File: config.mk
export PLATFORM = sky130hd
export DESIGN_NAME = pci_bus_arbiter_flat
export DESIGN_NICKNAME = d
export VERILOG_FILES = /design/src/rtl/pci_bus_arbiter_if.sv /design/src/rtl/pci_bus_arbiter.sv /design/src/flat_wrapper.sv
export SDC_FILE = /design/constraint.sdc
export NUM_CORES = 1
export LEC_CHECK = 0
export CAP_MARGIN = 40
export CORE_ASPECT_RATIO = 0.75
export CORE_UTILIZATION = 50
export CTS_BUF_LIST = sky130_fd_sc_hd__clkbuf_4 sky130_fd_sc_hd__clkbuf_8 sky130_fd_sc_hd__clkbuf_16
export DETAILED_ROUTE_END_ITERATION = 8
export PLACE_DENSITY = 0.8
export SLEW_MARGIN = 20
export SYNTH_ARGS = -nofsm -noshare
export SYNTH_HDL_FRONTEND = slang
export SYNTH_SLANG_ARGS = --single-unit
File: constraint.sdc
create_clock -name clk -period 2.7 [get_ports clk]
set_input_delay 0.405 -clock clk [delete_from_list [all_inputs] [get_ports clk]]
set_output_delay 0.405 -clock clk [all_outputs]
set_load 0.005 [all_outputs]
File: src/rtl/pci_bus_arbiter_if.sv
// Shared PCI arbitration signals between the central arbiter and the bus devices.
// The master modport is the arbiter's view; slave is the device-side view.
interface pci_bus_arbiter_if #(
  parameter int unsigned NUM_MASTERS = 4
);
  localparam int unsigned OWNER_W = (NUM_MASTERS > 1) ? $clog2(NUM_MASTERS) : 1;

  logic [NUM_MASTERS-1:0] req_n;
  logic                   frame_n;
  logic                   irdy_n;
  logic [NUM_MASTERS-1:0] gnt_n;
  logic [OWNER_W-1:0]     owner;
  logic                   bus_busy;
  logic                   timeout_pulse;

  modport master (
    input  req_n, frame_n, irdy_n,
    output gnt_n, owner, bus_busy, timeout_pulse
  );

  modport slave (
    output req_n, frame_n, irdy_n,
    input  gnt_n, owner, bus_busy, timeout_pulse
  );
endinterface

File: src/rtl/pci_bus_arbiter.sv
// Round-robin central PCI arbiter: one grant at a time, parks on a default master,
// always passes through an all-deasserted cycle between owners, revokes unused grants.
module pci_bus_arbiter #(
  parameter int unsigned NUM_MASTERS = 4,
  parameter int unsigned GNT_TIMEOUT = 16,
  parameter int unsigned PARK_MASTER = 0
) (
  input logic              clk,
  input logic              reset,
  pci_bus_arbiter_if.master bus
);
  localparam int unsigned IDX_W = (NUM_MASTERS > 1) ? $clog2(NUM_MASTERS) : 1;
  localparam int unsigned TMR_W = $clog2(GNT_TIMEOUT + 1);
  localparam logic [IDX_W-1:0] PARK_IDX = IDX_W'(PARK_MASTER);
  localparam logic [TMR_W-1:0] TMR_LAST = TMR_W'(GNT_TIMEOUT - 1);
  localparam logic [TMR_W-1:0] TMR_MAX  = TMR_W'(GNT_TIMEOUT);

  typedef enum logic [1:0] {SWITCH, PARK, GRANTED, BUSY} state_t;

  state_t                 state_q, state_d;
  logic [NUM_MASTERS-1:0] gnt_q, gnt_d;
  logic [IDX_W-1:0]       owner_q, owner_d;
  logic [IDX_W-1:0]       ptr_q, ptr_d;
  logic [IDX_W-1:0]       target_q, target_d;
  logic [TMR_W-1:0]       timer_q, timer_d;
  logic                   busy_q, busy_d;
  logic                   pulse_q, pulse_d;

  logic                   bus_idle;
  logic [NUM_MASTERS-1:0] act;
  logic [IDX_W:0]         pick_rr;
  logic [IDX_W:0]         pick_to;
  state_t                 ra_state;
  logic [IDX_W-1:0]       ra_target;

  // First active index scanning upward from base+1; base itself is checked last.
  // MSB of the result flags that some index was found.
  function automatic logic [IDX_W:0] rr_pick(input logic [NUM_MASTERS-1:0] vec,
                                             input logic [IDX_W-1:0]       base);
    logic [IDX_W:0] res;
    int             idx;
    res = '0;
    for (int i = int'(NUM_MASTERS); i >= 1; i--) begin
      idx = (int'(base) + i) % int'(NUM_MASTERS);
      if (vec[IDX_W'(idx)]) res = {1'b1, IDX_W'(idx)};
    end
    return res;
  endfunction

  assign bus_idle = bus.frame_n & bus.irdy_n;
  assign act      = ~bus.req_n;
  assign pick_rr  = rr_pick(act, ptr_q);
  assign pick_to  = rr_pick(act & ~(NUM_MASTERS'(1) << owner_q), owner_q);

  // Common re-arbitration outcome used when the bus becomes free.
  always_comb begin
    ra_state  = SWITCH;
    ra_target = target_q;
    if (!pick_rr[IDX_W]) begin
      if (owner_q == PARK_IDX) ra_state = PARK;
      else                     ra_target = PARK_IDX;
    end else if (pick_rr[IDX_W-1:0] == owner_q) begin
      ra_state = GRANTED;
    end else begin
      ra_target = pick_rr[IDX_W-1:0];
    end
  end

  always_comb begin
    state_d  = state_q;
    gnt_d    = gnt_q;
    owner_d  = owner_q;
    ptr_d    = ptr_q;
    target_d = target_q;
    timer_d  = '0;
    pulse_d  = 1'b0;
    unique case (state_q)
      SWITCH: begin
        gnt_d   = ~(NUM_MASTERS'(1) << target_q);
        owner_d = target_q;
        state_d = act[target_q] ? GRANTED : PARK;
      end
      PARK: begin
        if (!bus_idle) begin
          state_d = BUSY;
          ptr_d   = owner_q;
        end else begin
          state_d  = ra_state;
          target_d = ra_target;
        end
      end
      GRANTED: begin
        if (!bus.frame_n) begin
          state_d = BUSY;
          ptr_d   = owner_q;
        end else if (!act[owner_q]) begin
          state_d  = ra_state;
          target_d = ra_target;
        end else if (bus_idle && timer_q == TMR_LAST) begin
          pulse_d  = 1'b1;
          ptr_d    = owner_q;
          target_d = pick_to[IDX_W] ? pick_to[IDX_W-1:0] : PARK_IDX;
          state_d  = SWITCH;
        end else if (bus_idle) begin
          timer_d = (timer_q == TMR_MAX) ? timer_q : timer_q + TMR_W'(1);
        end else begin
          timer_d = timer_q;
        end
      end
      BUSY: begin
        if (bus_idle) begin
          state_d  = ra_state;
          target_d = ra_target;
        end
      end
      default: state_d = SWITCH;
    endcase
    // Any path into SWITCH drops every grant for one cycle.
    if (state_d == SWITCH && state_q != SWITCH) gnt_d = '1;
    busy_d = (state_d == BUSY);
  end

  always_ff @(posedge clk) begin
    if (reset) begin
      state_q  <= SWITCH;
      gnt_q    <= '1;
      owner_q  <= PARK_IDX;
      ptr_q    <= PARK_IDX;
      target_q <= PARK_IDX;
      timer_q  <= '0;
      busy_q   <= 1'b0;
      pulse_q  <= 1'b0;
    end else begin
      state_q  <= state_d;
      gnt_q    <= gnt_d;
      owner_q  <= owner_d;
      ptr_q    <= ptr_d;
      target_q <= target_d;
      timer_q  <= timer_d;
      busy_q   <= busy_d;
      pulse_q  <= pulse_d;
    end
  end

  assign bus.gnt_n         = gnt_q;
  assign bus.owner         = owner_q;
  assign bus.bus_busy      = busy_q;
  assign bus.timeout_pulse = pulse_q;
endmodule

File: src/flat_wrapper.sv
// flat-port wrapper written by rule: the top's interface ports become plain ports
module pci_bus_arbiter_flat 
#(
  parameter int unsigned NUM_MASTERS = 4,
  parameter int unsigned GNT_TIMEOUT = 16,
  parameter int unsigned PARK_MASTER = 0
)
  (clk, reset, bus_req_n, bus_frame_n, bus_irdy_n, bus_gnt_n, bus_owner, bus_bus_busy, bus_timeout_pulse);
  pci_bus_arbiter_if #(.NUM_MASTERS(NUM_MASTERS)) bus_i ();
  input logic clk;
  input logic reset;
  input wire logic [$bits(bus_i.req_n)-1:0] bus_req_n;
  input wire logic [$bits(bus_i.frame_n)-1:0] bus_frame_n;
  input wire logic [$bits(bus_i.irdy_n)-1:0] bus_irdy_n;
  output wire logic [$bits(bus_i.gnt_n)-1:0] bus_gnt_n;
  output wire logic [$bits(bus_i.owner)-1:0] bus_owner;
  output wire logic [$bits(bus_i.bus_busy)-1:0] bus_bus_busy;
  output wire logic [$bits(bus_i.timeout_pulse)-1:0] bus_timeout_pulse;
  assign bus_i.req_n = bus_req_n;
  assign bus_i.frame_n = bus_frame_n;
  assign bus_i.irdy_n = bus_irdy_n;
  assign bus_gnt_n = bus_i.gnt_n;
  assign bus_owner = bus_i.owner;
  assign bus_bus_busy = bus_i.bus_busy;
  assign bus_timeout_pulse = bus_i.timeout_pulse;
  pci_bus_arbiter #(.NUM_MASTERS(NUM_MASTERS), .GNT_TIMEOUT(GNT_TIMEOUT), .PARK_MASTER(PARK_MASTER)) u_core (.clk(clk), .reset(reset), .bus(bus_i));
endmodule
After elaboration in Yosys (flattened, before gate mapping)
Index checks and enable logic that the tools add are counted.
- bits of input ports: 8
- flip-flop bits (word level): 19
- logic and storage cells: 127
- muxes and demuxes: 61
- reductions and logical operators: 15
- order comparisons: 10
- add/subtract/negate cells: 9
- shifts and indexed selects: 2
- bitwise logic cells: 9
- equal/unequal tests: 13
- operator list (kind ; count):
    $mux 2 ; 20
    $lt 2x4->1 const B ; 8
    $mux 3 ; 8
    $bmux 1 s2 ; 10
    $mux 1 ; 20
    $not 4->4 ; 3
    $add 2x1->2 const B ; 4
    $add 2x2->2 const B ; 4
    $pmux 2 s2 ; 2
    $pmux 2 s4 ; 1
    $reduce_and 4->1 ; 2
    $shl 1x2->4 const A ; 2
    $eq 2x2->1 const B ; 3
    $logic_not 2->1 ; 3
    $lt 2x3->1 const B ; 2
    $ne 3x2->1 const B ; 2
    $reduce_bool 2->1 ; 3
    $add 5x1->5 const B ; 1
    $eq 5x4->1 const B ; 1
    $eq 5x5->1 const B ; 1
    $reduce_or 5->1 ; 1
    $and 4x4->4 ; 1
    $ne 2x2->1 const B ; 2
    $not 1->1 ; 4
    9 further kinds ; 11

Longest topological paths before layout
- depth after elaboration: 17
- depth in mapped cells: 9

Worst setup path before layout
OpenSTA, ideal clock, no wires.
- path kind: reg2reg
- start point: register u_core.owner_q[0], in the netlist u_core.bus.owner[0]
- end point: register u_core.target_q[0]
- required time: 2578 ps
- arrival: 1981 ps
- library setup time: 122 ps
- period minus slack after synthesis: 2103 ps
- slack: 597 ps
- cell stages (with the launch flop): 10
- cell sequence: dfxtp_1 buf_6 inv_1 ha_1 nor4b_1 a31oi_1 nand3_1 mux2i_1 nor4_2 a221o_1
- word-level cells in the longest chain between the ends: 15
- elaborated cells on any way between the ends: 38
- classes of those cells: add/sub (4); eq/ne (2); shift (1); mux (27); bitwise (2); reduce/logical (2)
- RTL lines (element ; line ; text):
    start, declared ; pci_bus_arbiter.sv:22 ; logic [IDX_W-1:0] owner_q, owner_d;
    start signal, assigned ; pci_bus_arbiter.sv:136 ; owner_q <= owner_d;
    branches (longest 15 deep; another with $add 2x1->2) ; - ;
    end signal, assigned ; pci_bus_arbiter.sv:138 ; target_q <= target_d;
    end, declared ; pci_bus_arbiter.sv:24 ; logic [IDX_W-1:0] target_q, target_d;
Several ways; the timed one is not identified. The select of a mux whose other input is x is not followed.
A chain may end at the register's enable or synchronous reset.

Worst setup path after layout
- start point: register u_core.owner_q[1], in the netlist u_core.bus.owner[1]
- end point: register u_core.target_q[0]
Same word-level chain as after synthesis.

==> results.md <==
* Final Hold Viols at 0
* Largest net degree at the start of global routing at 18
* PwrDens at 436 nW/um^2
* VDD IR max at ~300 uV
* Total grt overflow at 0
* DRT iter0 DRCs at 67
* Seq pwr share at 49.7%
* Setup tns final at 0 ns
* Min-delay src: u_core.timer_q[4]
* Crit path kind: reg2reg
* Sinks on the clock net at 19
* Crit path max fanout at 9
* Yosys cell types at between 40 and 50
* Min Clock Period, post-route at 2.26 ns
* Hold_ws at 0.527 ns
* Simple-gate portion of the synthesized area at 28.2%
* Die area at 2850 um^2
* Dpl cells at 204
* Sequential cell area at 380 um^2
* Post-Synthesis Net Count at 176
* Post-synthesis sequential area ratio at 28.8%
* Clock root cell: clkbuf_4
* Detail Placement HPWL at 2170 um
* Synth warnings at 0
* Routed length on met2 at 1330 um
* Post-synth top area cell: dfxtp_1
* Number of global-route vias before repair at around 1100
* Sw Ratio at 31.9%
* Routed WL at 2990 um
* Clock power share at between 20 and 25%
* Outcome: finished, final reports clean
* PostCTS Resize Cnt at 0
* R2R Setup Slk at 0.44 ns
* Internal power at 442 uW
* Area of the multi-input gates at 848 um^2
* # Post-CTS Setup Buffers at 0
* Pins over their slew limit at 0
* First-pass GRT wire length at just over 5000 um
* Starting Density at 54.9%
* Post-synth top flop: dfxtp_1
* Final Power at 649 uW
* RSZ-0062 raised after global routing: false
* Layout net count at 190
* Clk_lat worst skew at 0.31 ns
* Combinational power share at 25.7%
* Actual slew at the worst max-slew pin at 0.601 ns
* Post-synthesis cell count at 161
* CP arrival at 2.47 ns
* P&R area growth vs syn at 12.9%
* CTS Buf Count at 3
* Hold Crit Class: reg2reg
* Routed Antenna Nets at 0
* DR pass1 iterations at 4
* Fmax at 0.442 GHz
* Tcrit/Tclk final at a little over four fifths
* Vias after detailed routing at ~1200
* Reg2reg start: u_core.bus.owner[1]
* Site row count at 15
* Die width at slightly above 60 um
* Number of port buffers at 15
* Max H-tree Level at 1
* Fraction of layout cells with a size suffix above 1 at 10.3%
* DR WL/cell at roughly 14 um
* Final cell count without fillers at 208
* M1 WL at 1490 um
* # Max-Cap Violations at 0
* CP Launch Type: flop
* Crit path required time at 2.90 ns
* Total Routing Usage GR at approximately 24%
* CTS tree: done
* Core area at 2400 um^2
* R2R Path End: u_core.target_q[0]
* Clock slew at reported path FFs at roughly 0.11 ns
* CP endpoint: u_core.target_q[0]
* Initial antenna violation count at 0
* Post-synthesis mux area share at 8.44%
* Cell Area, Placed at 1460 um^2
* Met3 WL at around 150 um
* Synthesized area per cell at 8.19 um^2
* I/O pin cnt at 16
* Bufs on Longest Clock Path at 2
* Crit path capture type: flop
* Xor and xnor area share after synthesis at 2.66%
* Setup violations, final at 0
* Leakage power total at roughly 0.53 nW
* Number of enable flip-flop cells after synthesis at 0
* DRC Markers at 0
* Worst r2r path cells at 8
* Syn Std Cell Area at 1320 um^2
* Async S/R FF share, synth at 0%
* Routed vias/inst at 5.84
* Yosys reg bits at 19
* Worst Clk Skew at 0.00621 ns
* Die height at approximately 46 um
* Worst Setup SP: u_core.bus.owner[1]
* Highest Signal Layer: met4
* Fillers at 235
* Relative slew slack at between 50% and 60%
* Net Sw Power at 207 uW
* Post-synth top area share at 28.8%
* Ranking of synthesized cells by area: dfxtp_1 (29%), nor2_1 (8.3%), ha_1 (6.6%)
* Compound-Gate Fraction of Synth Area at a little under a fifth
* RePlAce Congestion at 0.838
* Ant diodes at 0
* Synth Area in Adders at under 10%
* Fin area at 1490 um^2
* Largest family of logic cells by synthesized area: simple AND/OR/NAND/NOR gates
* Hold_buf cts at 0
## placed cells by master, fill, tap and decap left out, types with 3 or more instances in the layout
master,count
xnor2_1,3
mux2i_1,4
o21ai_0,10
nor2b_1,4
a31oi_1,6
nand2_1,13
nand3_1,5
a21oi_1,6
dfxtp_1,19
inv_1,8
ha_1,7
nor3_1,4
clkbuf_4,4
nor2_1,29
clkdlybuf4s50_1,15
## flip-flops by register name, indices dropped and copies added (netlist names)
signal,flops
u_core.bus.gnt_n,4
u_core.ptr_q,2
u_core.target_q,2
u_core.bus.owner,2
u_core.bus.bus_busy,1
u_core.state_q,2
u_core.bus.timeout_pulse,1
u_core.timer_q,5
## routing by layer
metal | GRT usage [%] | up-vias
li1 | - | 604
met1 | 34.6 | 576
met2 | 36.7 | 33
met3 | 7.02 | 2
met4 | 3.64 | 0
met5 | 0 | -
## worst max-delay path, cell delays in order, from the launching register on
cell     delay [ns]
dfxtp_1        0.55
inv_1          0.15
ha_1           0.38
nor4b_1        0.34
a31oi_1        0.08
nand3_1        0.11
mux2i_1        0.23
nor4_2         0.07
a221o_1        0.27
## power by group through the flow
stage / Combinational [mW] / Sequential (mW) / Clock, mW
after detailed placement: 0.164 / 0.326 / 0
after floorplan: 0.131 / 0.313 / 0
after global routing: 0.184 / 0.324 / 0.175
final: 0.167 / 0.322 / 0.160
after global placement: 0.158 / 0.326 / 0
after CTS: 0.166 / 0.320 / 0.163
## cell families after synthesis
logic type      after synthesis
compound gates               36
xor+xnor                      4
fa+ha+maj                     7
buf+inv                      15
flops                        19
mux                           7
simple gates                 73
## layout make-up
cell class	count	area share, %
clock buffer	4	2.02
multi-input combinational	127	57.0
inverter	8	2.02
tap	34	2.86
timing repair buffer	16	10.6
sequential	19	25.5
## synthesized netlist by cell type (2+ instances only)
master and count:
inv_1 8, nand2_1 13, a21oi_1 6, nor2_1 29, dfxtp_1 19, xnor2_1 3
nor3_1 4, and2_1 2, ha_1 7, buf_6 3, a31oi_1 6, mux4_2 2
o21bai_1 2, nor4_1 2, a211oi_1 2, o21ai_0 10, nor4b_1 2, mux2i_1 4
nor2b_1 4, nand3_1 5
## metrics by stage
stage / utilization, % / worst slack (ns)
final: 62.0 / 0.437
after floorplan: - / 0.597
after detailed placement: 60.7 / 0.205
after global placement: 60.7 / 0.275
after global routing: 62.0 / 0.194
after CTS: 62.0 / 0.447
## how the worst min path moves through the flow
stage,slack [ns],cells after the start,end
finish,0.53,2,u_core.timer_q[4]
global route,0.55,2,u_core.timer_q[4]
CTS,0.53,2,u_core.timer_q[4]
detailed placement,0.50,2,u_core.bus.gnt_n[0]
global placement,0.49,2,u_core.timer_q[4]
floorplan,0.48,2,u_core.timer_q[4]
No activity file was read; power rests on OpenSTA's default activity.
